<file path="src/rtl/cnv_fp16_pkg.sv">
// Shared FP16 definitions for the cnvlutin activation path: field widths,
// the default brick size and the zero test shared with the ReLU stage.
package cnv_fp16_pkg;

  localparam int FP16_W     = 16;
  localparam int EXP_W      = 5;
  localparam int MAN_W      = 10;
  localparam int BRICK_SIZE = 16;

  // True for +0, -0 and any value with the sign bit set. Negative values
  // should never leave ReLU; dropping them here keeps the stream zero-free
  // even if an upstream stage misbehaves. Subnormals, Inf and NaN with a
  // clear sign bit are treated as ordinary non-zero values.
  function automatic logic fp16_is_zero_or_neg(input logic [FP16_W-1:0] x);
    logic             sign;
    logic [EXP_W-1:0] expo;
    logic [MAN_W-1:0] man;
    sign = x[FP16_W-1];
    expo = x[MAN_W +: EXP_W];
    man  = x[MAN_W-1:0];
    return sign || ((expo == '0) && (man == '0));
  endfunction

endpackage

</file>
<file path="src/rtl/zfnaf_sync_fifo.sv">
// Small synchronous FIFO with registered storage and a combinational head.
// The caller must not push while full; a pop on empty is ignored.
module zfnaf_sync_fifo #(
  parameter  int WIDTH = 21,
  parameter  int DEPTH = 4,
  localparam int PTR_W = (DEPTH > 1) ? $clog2(DEPTH) : 1,
  localparam int CNT_W = $clog2(DEPTH + 1)
) (
  input  logic             clk,
  input  logic             rst_n,
  input  logic             push_i,
  input  logic [WIDTH-1:0] push_data_i,
  input  logic             pop_i,
  output logic [WIDTH-1:0] head_o,
  output logic [CNT_W-1:0] count_o
);

  logic [WIDTH-1:0] mem_q [DEPTH];
  logic [PTR_W-1:0] wr_ptr_q, wr_ptr_d;
  logic [PTR_W-1:0] rd_ptr_q, rd_ptr_d;
  logic [CNT_W-1:0] count_q, count_d;
  logic             do_push;
  logic             do_pop;

  assign do_push = push_i && (count_q < CNT_W'(DEPTH));
  assign do_pop  = pop_i && (count_q != '0);
  assign head_o  = mem_q[rd_ptr_q];
  assign count_o = count_q;

  // Next-state for pointers and occupancy; DEPTH need not be a power of two.
  always_comb begin
    wr_ptr_d = wr_ptr_q;
    rd_ptr_d = rd_ptr_q;
    count_d  = count_q;
    if (do_push) begin
      wr_ptr_d = (wr_ptr_q == PTR_W'(DEPTH - 1)) ? '0 : wr_ptr_q + 1'b1;
    end
    if (do_pop) begin
      rd_ptr_d = (rd_ptr_q == PTR_W'(DEPTH - 1)) ? '0 : rd_ptr_q + 1'b1;
    end
    unique case ({do_push, do_pop})
      2'b10:   count_d = count_q + 1'b1;
      2'b01:   count_d = count_q - 1'b1;
      default: count_d = count_q;
    endcase
  end

  // Pointer and occupancy registers.
  // NOTE: sequential state is always assigned with <= so every register samples
  // the pre-edge values of its peers; blocking = here would create order races.
  always_ff @(posedge clk or negedge rst_n) begin
    if (!rst_n) begin
      wr_ptr_q <= '0;
      rd_ptr_q <= '0;
      count_q  <= '0;
    end else begin
      wr_ptr_q <= wr_ptr_d;
      rd_ptr_q <= rd_ptr_d;
      count_q  <= count_d;
    end
  end

  // Entry storage.
  // NOTE: the storage array has no reset; slots are only read once written,
  // and the consumer masks the head while the FIFO is empty.
  always_ff @(posedge clk) begin
    if (do_push) begin
      mem_q[wr_ptr_q] <= push_data_i;
    end
  end

endmodule

</file>
<file path="src/rtl/zfnaf_brick_encoder.sv">
// Zero-free brick encoder: turns the dense post-ReLU FP16 stream into
// (value, offset, last) entries for the non-zero activations of each brick.
// The newest non-zero is parked in a pending register until it is known
// whether another non-zero follows in the same brick, which fixes out_last.
module zfnaf_brick_encoder
  import cnv_fp16_pkg::FP16_W, cnv_fp16_pkg::fp16_is_zero_or_neg;
#(
  parameter int BRICK_SIZE = cnv_fp16_pkg::BRICK_SIZE,
  parameter int OFF_W      = $clog2(BRICK_SIZE),
  parameter int FIFO_DEPTH = 4
) (
  input  logic              clk,
  input  logic              rst_n,
  input  logic              in_valid,
  output logic              in_ready,
  input  logic [FP16_W-1:0] in_data,
  output logic              out_valid,
  input  logic              out_ready,
  output logic [FP16_W-1:0] out_value,
  output logic [OFF_W-1:0]  out_offset,
  output logic              out_last,
  output logic              brick_done,
  output logic [OFF_W:0]    brick_nnz
);

  localparam int ENTRY_W = FP16_W + OFF_W + 1;
  localparam int CNT_W   = $clog2(FIFO_DEPTH + 1);

  localparam logic [0:0] S_RUN   = 1'b0;
  localparam logic [0:0] S_FLUSH = 1'b1;

  logic [0:0]        state_q, state_d;
  logic [OFF_W-1:0]  offset_q, offset_d;
  logic [OFF_W:0]    nnz_q, nnz_d;
  logic              pend_v_q, pend_v_d;
  logic [FP16_W-1:0] pend_val_q, pend_val_d;
  logic [OFF_W-1:0]  pend_off_q, pend_off_d;
  logic              done_q, done_d;
  logic [OFF_W:0]    brick_nnz_q, brick_nnz_d;

  logic               push;
  logic [ENTRY_W-1:0] push_data;
  logic [ENTRY_W-1:0] head;
  logic [CNT_W-1:0]   fifo_count;
  logic               fifo_space;
  logic               accept;
  logic               in_nz;
  logic               is_end;
  logic [OFF_W:0]     brick_total;

  // Readiness comes from the registered FIFO count only, so there is no
  // combinational path from out_ready to in_ready.
  assign fifo_space  = (fifo_count < CNT_W'(FIFO_DEPTH));
  assign in_ready    = rst_n && (state_q == S_RUN) && fifo_space;
  assign accept      = in_valid && in_ready;
  assign in_nz       = !fp16_is_zero_or_neg(in_data);
  assign is_end      = (offset_q == OFF_W'(BRICK_SIZE - 1));
  assign brick_total = nnz_q + (OFF_W + 1)'(in_nz);

  // Encoder decisions: offset tracking, pending register, FIFO push, brick close.
  always_comb begin
    state_d     = state_q;
    offset_d    = offset_q;
    nnz_d       = nnz_q;
    pend_v_d    = pend_v_q;
    pend_val_d  = pend_val_q;
    pend_off_d  = pend_off_q;
    done_d      = 1'b0;
    brick_nnz_d = brick_nnz_q;
    push        = 1'b0;
    push_data   = {pend_val_q, pend_off_q, 1'b0};

    if (state_q == S_RUN) begin
      if (accept) begin
        offset_d = is_end ? '0 : offset_q + 1'b1;
        if (!is_end) begin
          if (in_nz) begin
            // The previous pending value now has a successor, so it is not last.
            push       = pend_v_q;
            pend_v_d   = 1'b1;
            pend_val_d = in_data;
            pend_off_d = offset_q;
            nnz_d      = brick_total;
          end
        end else if (in_nz && pend_v_q) begin
          // Two entries must leave at the brick end but only one push fits per
          // cycle; the final one goes out from S_FLUSH.
          push       = 1'b1;
          pend_val_d = in_data;
          pend_off_d = offset_q;
          nnz_d      = brick_total;
          state_d    = S_FLUSH;
        end else if (in_nz) begin
          push        = 1'b1;
          push_data   = {in_data, offset_q, 1'b1};
          done_d      = 1'b1;
          brick_nnz_d = brick_total;
          nnz_d       = '0;
        end else if (pend_v_q) begin
          push        = 1'b1;
          push_data   = {pend_val_q, pend_off_q, 1'b1};
          pend_v_d    = 1'b0;
          done_d      = 1'b1;
          brick_nnz_d = brick_total;
          nnz_d       = '0;
        end else begin
          done_d      = 1'b1;
          brick_nnz_d = '0;
          nnz_d       = '0;
        end
      end
    end else begin
      if (fifo_space) begin
        push        = 1'b1;
        push_data   = {pend_val_q, pend_off_q, 1'b1};
        pend_v_d    = 1'b0;
        done_d      = 1'b1;
        brick_nnz_d = nnz_q;
        nnz_d       = '0;
        state_d     = S_RUN;
      end
    end
  end

  // Encoder state registers; reset discards any partial brick.
  always_ff @(posedge clk or negedge rst_n) begin
    if (!rst_n) begin
      state_q     <= S_RUN;
      offset_q    <= '0;
      nnz_q       <= '0;
      pend_v_q    <= 1'b0;
      pend_val_q  <= '0;
      pend_off_q  <= '0;
      done_q      <= 1'b0;
      brick_nnz_q <= '0;
    end else begin
      state_q     <= state_d;
      offset_q    <= offset_d;
      nnz_q       <= nnz_d;
      pend_v_q    <= pend_v_d;
      pend_val_q  <= pend_val_d;
      pend_off_q  <= pend_off_d;
      done_q      <= done_d;
      brick_nnz_q <= brick_nnz_d;
    end
  end

  zfnaf_sync_fifo #(
    .WIDTH (ENTRY_W),
    .DEPTH (FIFO_DEPTH)
  ) u_fifo (
    .clk         (clk),
    .rst_n       (rst_n),
    .push_i      (push),
    .push_data_i (push_data),
    .pop_i       (out_ready),
    .head_o      (head),
    .count_o     (fifo_count)
  );

  // Head fields are masked while empty so the outputs read zero after reset.
  assign out_valid  = (fifo_count != '0);
  assign out_value  = out_valid ? head[ENTRY_W-1 -: FP16_W] : '0;
  assign out_offset = out_valid ? head[OFF_W:1] : '0;
  assign out_last   = out_valid ? head[0] : 1'b0;
  assign brick_done = done_q;
  assign brick_nnz  = brick_nnz_q;

endmodule

</file>
<file path="config.mk">
export PLATFORM = sky130hd
export DESIGN_NAME = zfnaf_brick_encoder
export DESIGN_NICKNAME = d
export VERILOG_FILES = /design/src/rtl/cnv_fp16_pkg.sv /design/src/rtl/zfnaf_sync_fifo.sv /design/src/rtl/zfnaf_brick_encoder.sv
export SDC_FILE = /design/constraint.sdc
export NUM_CORES = 1
export LEC_CHECK = 0
export ABC_AREA = 1
export ABC_CLOCK_PERIOD_IN_PS = 2950
export BUFFER_PORTS_ARGS = -buffer_cell sky130_fd_sc_hd__buf_2
export CORE_ASPECT_RATIO = 0.8
export CORE_MARGIN = 2
export CORE_UTILIZATION = 43
export CTS_CLUSTER_DIAMETER = 80
export DETAILED_ROUTE_END_ITERATION = 8
export GPL_TIMING_DRIVEN = 1
export HOLD_SLACK_MARGIN = 0.02
export PLACE_DENSITY_LB_ADDON = 0.25
export SLEW_MARGIN = 40
export SYNTH_ARGS = -nofsm -noshare
export SYNTH_HDL_FRONTEND = slang
export SYNTH_SLANG_ARGS = --single-unit
</file>
<file path="constraint.sdc">
create_clock -name clk -period 2.95 [get_ports clk]
set_input_delay 0.4425 -clock clk [delete_from_list [all_inputs] [get_ports clk]]
set_output_delay 0.4425 -clock clk [all_outputs]
set_load 0.02 [all_outputs]
</file>
=== After elaboration in Yosys (flattened, before gate mapping) ===
Memory sizes are Yosys's and may differ from the RTL's.
Index checks and enable logic that the tools add are counted.

* RAM bits: 84
* Register bits after elaboration: 44
* Memories: 1
* Word-level logic and storage cells: 109
* Output and inout port bits: 29

* Order comparisons: 1
* Add/subtract/negate cells: 6
* Bitwise operators: 1
* Reductions and logical operators: 20
* Muxes and demuxes: 58
* Eq/ne operators: 11

{| class="wikitable"
|+ Memory list
! memory !! words !! width !! rd ports !! clocked after memory_dff !! wr ports !! line !! source
|-
| u_fifo.mem_q || 4 || 21 || 1 || 0 || 1 || zfnaf_sync_fifo.sv:18 || <nowiki>logic [WIDTH-1:0] mem_q [DEPTH];</nowiki>
|}

{| class="wikitable"
|+ Operators by type and width
! operator !! number
|-
| $mux 21 || 5
|-
| $mux 5 || 13
|-
| $mux 16 || 4
|-
| $mux 1 || 28
|-
| $mux 4 || 5
|-
| $reduce_and 4->1 || 3
|-
| $logic_not 10->1 || 1
|-
| $logic_and 1x1->1 || 7
|-
| $eq 2x2->1 const B || 3
|-
| $ne 3x3->1 const B || 2
|-
| $pmux 3 s2 || 1
|-
| $reduce_bool 2->1 || 3
|-
| $add 5x1->5 || 1
|-
| $logic_not 5->1 || 1
|-
| $add 2x1->2 const B || 2
|-
| $add 4x1->4 const B || 1
|-
| $eq 4x4->1 const B || 1
|-
| $mux 2 || 2
|-
| $ne 2x1->1 const B || 2
|-
| $ne 2x2->1 const B || 2
|-
| $add 3x1->3 const B || 1
|-
| $lt 3x3->1 const B || 1
|-
| $reduce_and 3->1 || 1
|-
| $reduce_bool 3->1 || 1
|-
| other kinds (6) || 6
|}

=== Logic depth before layout (Yosys ltp) ===
* Depth in word-level cells: 12
* Depth in mapped cells: 16
* Mapped depth without buffers: 16

=== By module ===
A second synthesis with hierarchy kept.

* Cell total of the unflattened synthesis: 636
* Area total of the unflattened synthesis: 6298.5 µm²

{| class="wikitable"
|+ By module, submodules not included
! module !! instances !! area each (µm²) !! cells an instance
|-
| zfnaf_sync_fifo || 1 || 3917.5 || 301
|-
| zfnaf_brick_encoder || 1 || 2381.0 || 335
|}

=== Least setup slack after synthesis ===
OpenSTA, ideal clock, no wires.

* Path kind: input to register
* Start point: input in_data[11]
* End point: memory u_fifo.mem_q[0][0], enable pin
* Path slack: 0.197 ns
* Library setup time: 0.399 ns
* Arrival: 2.354 ns
* Stages: 11
* Cell sequence: inv_1 -> nand2_1 -> nor2_1 -> nand2_1 -> nand2_2 -> inv_1 -> ha_1 -> nand2_1 -> inv_1 -> o21ai_2 -> nor2_1

* Longest elaborated chain between the ends: 12
* Elaborated cells on any way between the ends: 14
* Classes of those cells: mux: 8; reduce/logical: 6

{| class="wikitable"
|+ RTL lines
! what !! line !! source
|-
| start: declaration || zfnaf_brick_encoder.sv:16 || <nowiki>input logic [FP16_W-1:0] in_data,</nowiki>
|-
| $logic_not 5->1 * || cnv_fp16_pkg.sv:21 || <nowiki>return sign || ((expo == '0) && (man == '0));</nowiki>
|-
| $logic_and 1x1->1 * || cnv_fp16_pkg.sv:21 ||
|-
| $logic_or 1x1->1 * || cnv_fp16_pkg.sv:21 ||
|-
| $logic_not 1->1 || zfnaf_brick_encoder.sv:56 || <nowiki>assign in_nz = !fp16_is_zero_or_neg(in_data);</nowiki>
|-
| $logic_and 1x1->1 || zfnaf_brick_encoder.sv:85 || <nowiki>end else if (in_nz && pend_v_q) begin</nowiki>
|-
| $mux 1 || zfnaf_brick_encoder.sv:85 ||
|-
| $mux 1 * || zfnaf_brick_encoder.sv:76 || <nowiki>if (!is_end) begin</nowiki>
|-
| $mux 1 * || zfnaf_brick_encoder.sv:74 || <nowiki>if (accept) begin</nowiki>
|-
| $mux 1 * || zfnaf_brick_encoder.sv:73 || <nowiki>if (state_q == S_RUN) begin</nowiki>
|-
| $logic_and 1x1->1 * || zfnaf_sync_fifo.sv:25 || <nowiki>assign do_push = push_i && (count_q < CNT_W'(DEPTH));</nowiki>
|-
| $mux 1 * || zfnaf_sync_fifo.sv:67 || <nowiki>if (do_push) begin</nowiki>
|-
| $mux 1 (not written as such) * || zfnaf_sync_fifo.sv:68 || <nowiki>mem_q[wr_ptr_q] <= push_data_i;</nowiki>
|-
| end: declaration || zfnaf_sync_fifo.sv:18 ||
|}

Mark *: on every way between the ends. The rest lies on a longest branch, timed or not.

=== Worst setup path in the final report ===
* Start point: input in_data[12]
* End point: register u_fifo.count_q[2] (netlist: u_fifo.count_o[2])

* Longest elaborated chain between the ends: 12
* Elaborated cells on any way between the ends: 16
* Classes of those cells: eq/ne: 2; mux: 7; reduce/logical: 7

{| class="wikitable"
|+ RTL lines
! what !! line !! source
|-
| $logic_not 5->1 * || cnv_fp16_pkg.sv:21 ||
|-
| $logic_and 1x1->1 * || cnv_fp16_pkg.sv:21 ||
|-
| $logic_or 1x1->1 * || cnv_fp16_pkg.sv:21 ||
|-
| $logic_not 1->1 || zfnaf_brick_encoder.sv:56 ||
|-
| $logic_and 1x1->1 || zfnaf_brick_encoder.sv:85 ||
|-
| $mux 1 || zfnaf_brick_encoder.sv:85 ||
|-
| $mux 1 * || zfnaf_brick_encoder.sv:76 ||
|-
| $mux 1 * || zfnaf_brick_encoder.sv:74 ||
|-
| $mux 1 * || zfnaf_brick_encoder.sv:73 ||
|-
| $logic_and 1x1->1 * || zfnaf_sync_fifo.sv:25 ||
|-
| $eq 2x1->1 / $eq 2x2->1 (equally long branches) || zfnaf_sync_fifo.sv:41 || <nowiki>unique case ({do_push, do_pop})</nowiki>
|-
| $pmux 3 s2 / $reduce_bool 2->1 (equally long branches) || - ||
|-
| end signal: assignment || zfnaf_sync_fifo.sv:59 || <nowiki>count_q <= count_d;</nowiki>
|-
| end: declaration || zfnaf_sync_fifo.sv:21 || <nowiki>logic [CNT_W-1:0] count_q, count_d;</nowiki>
|}

Marks and branches as above.
A chain may end at the register's enable or synchronous reset.

==> out/qor.csv <==
stage,metric,value,unit
run,max-capacitance violation count,0,
final_layout,post-route core utilization,0.528,
timing,final hold viol count,0,
yosys,cell accounting for the most synthesized area,sky130_fd_sc_hd__edfxtp_1,
yosys,Mean Syn Cell Area,10.2,um2
routing,final antenna-violating net count,0,
worst_setup_path,Critical Path RT,3.24,ns
worst_setup_path,kind of start point of the critical path,input pin,
yosys,sequential element share of the synthesized area,0.620,
yosys,YS warnings,0,
timing,setup repair after global routing missed its margin,false,
pwr,total power of the final layout,7.52,mW
placement,"worst slack, placed",-0.141,ns
worst_setup_path,Max stage delay on crit path,0.37,ns
die,initial standard-cell utilization of the core,0.436,
yosys,share of flip-flops with an asynchronous set or reset,0.344,
worst_setup_path,Worst path slowest cell,sky130_fd_sc_hd__fa_1,
cts,clk slew on worst S/H paths,0.06,ns
grt,wire length of the first global-routing pass,20700,um
final_layout,ratio of cells with drive above 1 in the final layout,0.234,
yosys,cell types with the largest area share after synthesis,"sky130_fd_sc_hd__edfxtp_1 (43%), sky130_fd_sc_hd__dfrtp_1 (19%), sky130_fd_sc_hd__nor2_1 (7.5%), sky130_fd_sc_hd__o21ai_0 (6.3%), sky130_fd_sc_hd__nand2_1 (5.1%)",
timing,final-layout worst hold slack,0.186,ns
routing,routed length per instance,15.3,um
timing,worst path setup slack after routing,0.304,ns
final_layout,antenna diode instance count,0,
yosys,synthesized netlist net count,606,
timing,Final Setup Violations,0,
routing,post-detailed-routing wire length,12700,um
final_layout,area growth from synthesis to layout,21.2,%
yosys,portion of synthesized cell area occupied by the leading cell type,0.432,
status,run status,"complete, no violations",
grt,remaining global-route overflow,0,
grt,number of global-route vias before repair,3940,
yosys,dominant register cell in the synthesized netlist,sky130_fd_sc_hd__edfxtp_1,
yosys,summed instance area of the synthesized netlist,5840,um2
cts,number of setup buffers added after CTS,0,
yosys,most instantiated cells after synthesis,"sky130_fd_sc_hd__nor2_1 (117), sky130_fd_sc_hd__edfxtp_1 (84), sky130_fd_sc_hd__nand2_1 (79)",
routing,routed vias,4024,
yosys,post-synthesis instance total,574,
yosys,count of distinct cell types in the synthesized netlist,27,
cts,deepest clock path buffer count,2,
worst_setup_path,Crit Path Category,input pin to register,
routing,DRC violations left,0,
die,DIE HEIGHT,108,um
cts,worst skew pair latency,0.42,ns
timing,post-route setup TNS,0,ns
cts,total CTS buffers,17,
grt,pin count of the biggest net entering global routing,45,
grt,antenna violations before repair,0,
cts,clock tree from TritonCTS,done,
final_layout,fillcell total,1197,
timing,actual slew at the worst max-slew pin,0.688,ns
pwr,pwr dens,1060,nW/um2
pwr,IR Drop Worst-Case VDD,0.504,mV
die,Site Rows,38,
yosys,number of synthesized flops with an enable pin,84,
cts,clock tree sinks,128,
cts,number of gates resized after CTS,0,
routing,starting DRC count in detailed routing,365,
cts,hold buffer count at CTS,0,
worst_setup_path,category of cells accounting for the largest share of critical-path delay,adder cells,
timing,final period utilization,0.897,
worst_setup_path,top fanout value on the critical path,5,
die,floorplan die width,134,um
grt,All-Layer GR Usage,0.190,
timing,clock period minus final worst setup slack,2.65,ns
worst_setup_path,cell-by-cell listing of the critical path,buf_2 > nor2_1 > nand2_1 > nor2_1 > nand2_1 > nand2_2 > inv_1 > ha_1 > nand2_1 > inv_1 > o21ai_2 > buf_4 > ha_1 > inv_1 > fa_1 > a21oi_1 > o21ai_0 > xor2_1,
worst_setup_path,arrival time worst endpoint,2.94,ns
yosys,post-synthesis register bit count,128,
timing,highest clock rate,0.378,GHz
placement,HPWL Detailed,8390,um
worst_hold_path,classification of the worst-slack hold path,input pin to async pin,
timing,Worst slew margin,0.541,
die,top-level port count,49,
cts,clock tree root buffer cell,sky130_fd_sc_hd__clkbuf_16,
cts,H-tree depth,4,
yosys,"count leader, synth",sky130_fd_sc_hd__nor2_1,
placement,buffers added on ports,48,
worst_setup_path,Critical Path Sink Type,register,
placement,global placement routability congestion,0.842,
die,die area,14500,um2
timing,final setup skew,0.0104,ns
final_layout,Total Nets Final,672,
routing,Vias/cell,4.83,
worst_setup_path,number of buffer and inverter stages on the critical path,5,
timing,Final Max Slew Viols,0,
die,placeable core region,13400,um2
pwr,LEAKAGE,3.07,nW
routing,number of detailed-routing iterations run before antenna repair,4,
==> final timing paths <==
kind / startpoint / to / slack, ns / depth (start not counted)
max: in_data[12] / u_fifo.count_o[2] / 0.30 / 18
min: rst_n / nnz_q[4] / 0.19 / 2
max reg2reg: offset_q[0] / u_fifo.count_o[2] / 0.38 / 11
min reg2reg: pend_off_q[2] / pend_off_q[2] / 0.47 / 2
max in group asynchronous: rst_n / u_fifo.rd_ptr_q[0] / 2.36 / 2
min in group clk: in_data[4] / pend_val_q[4] / 0.34 / 3
==> per-stage QoR <==
stage / instances / instance area (um2)
after floorplan: 574 / 5840
after global placement: 801 / 6400
after detailed placement: 801 / 6420
after CTS: 833 / 7090
after global routing: 833 / 7090
final: 833 / 7090
==> cell usage in the layout, fill, tap and decap left out, drive strengths merged, types with 9 or more instances in the layout <==
cell type,synthesis,layout
a21oi,31,31
buf,11,71
clkbuf,13,18
dfrtp,44,44
edfxtp,84,84
ha,11,11
inv,52,53
nand2,96,96
nand3,9,9
nor2,121,121
o21ai,93,93
==> metal layers <==
metal	vias up	track usage	wire, um
li1	2029	-	-
met3	9	0.0530	443
met2	62	0.296	6050
met1	1924	0.256	6080
met5	-	0	0
met4	0	0.0722	132
==> layout make-up <==
class	count	area [um2]	area share
repair buffers	71	463	0.0653
flip-flops and latches	128	3620	0.511
multi-input cells	370	1910	0.269
clock buffers	18	429	0.0606
clock inverters	14	236	0.0334
well taps	180	225	0.0318
inverters	52	200	0.0283
==> sequential cells by signal, indices dropped and copies added, names as in the netlist <==
name,cells
u_fifo.mem_q,84
state_q,1
brick_done,1
pend_val_q,16
brick_nnz,5
u_fifo.count_o,3
nnz_q,5
u_fifo.rd_ptr_q,2
pend_off_q,4
pend_v_q,1
offset_q,4
u_fifo.wr_ptr_q,2
==> cells by family (layout without fill, tap and decap cells) <==
logic type / Yosys count / after routing / synth area share
fa+ha+maj: 12 / 12 / 0.0270
buf+inv: 76 / 155 / 0.0587
xor+xnor: 5 / 5 / 0.00749
simple gates: 229 / 229 / 0.167
compound gates: 124 / 124 / 0.120
flops: 128 / 128 / 0.620
==> where the power goes <==
part	switching, mW	internal, mW	leakage, nW	total, mW
clock network	0.767	1.58	0.320	2.35
logic	1.69	0.863	1.44	2.55
registers	0.231	2.39	1.32	2.62
total	2.69	4.84	3.07	7.52
Power figures use the tool's default switching activity.
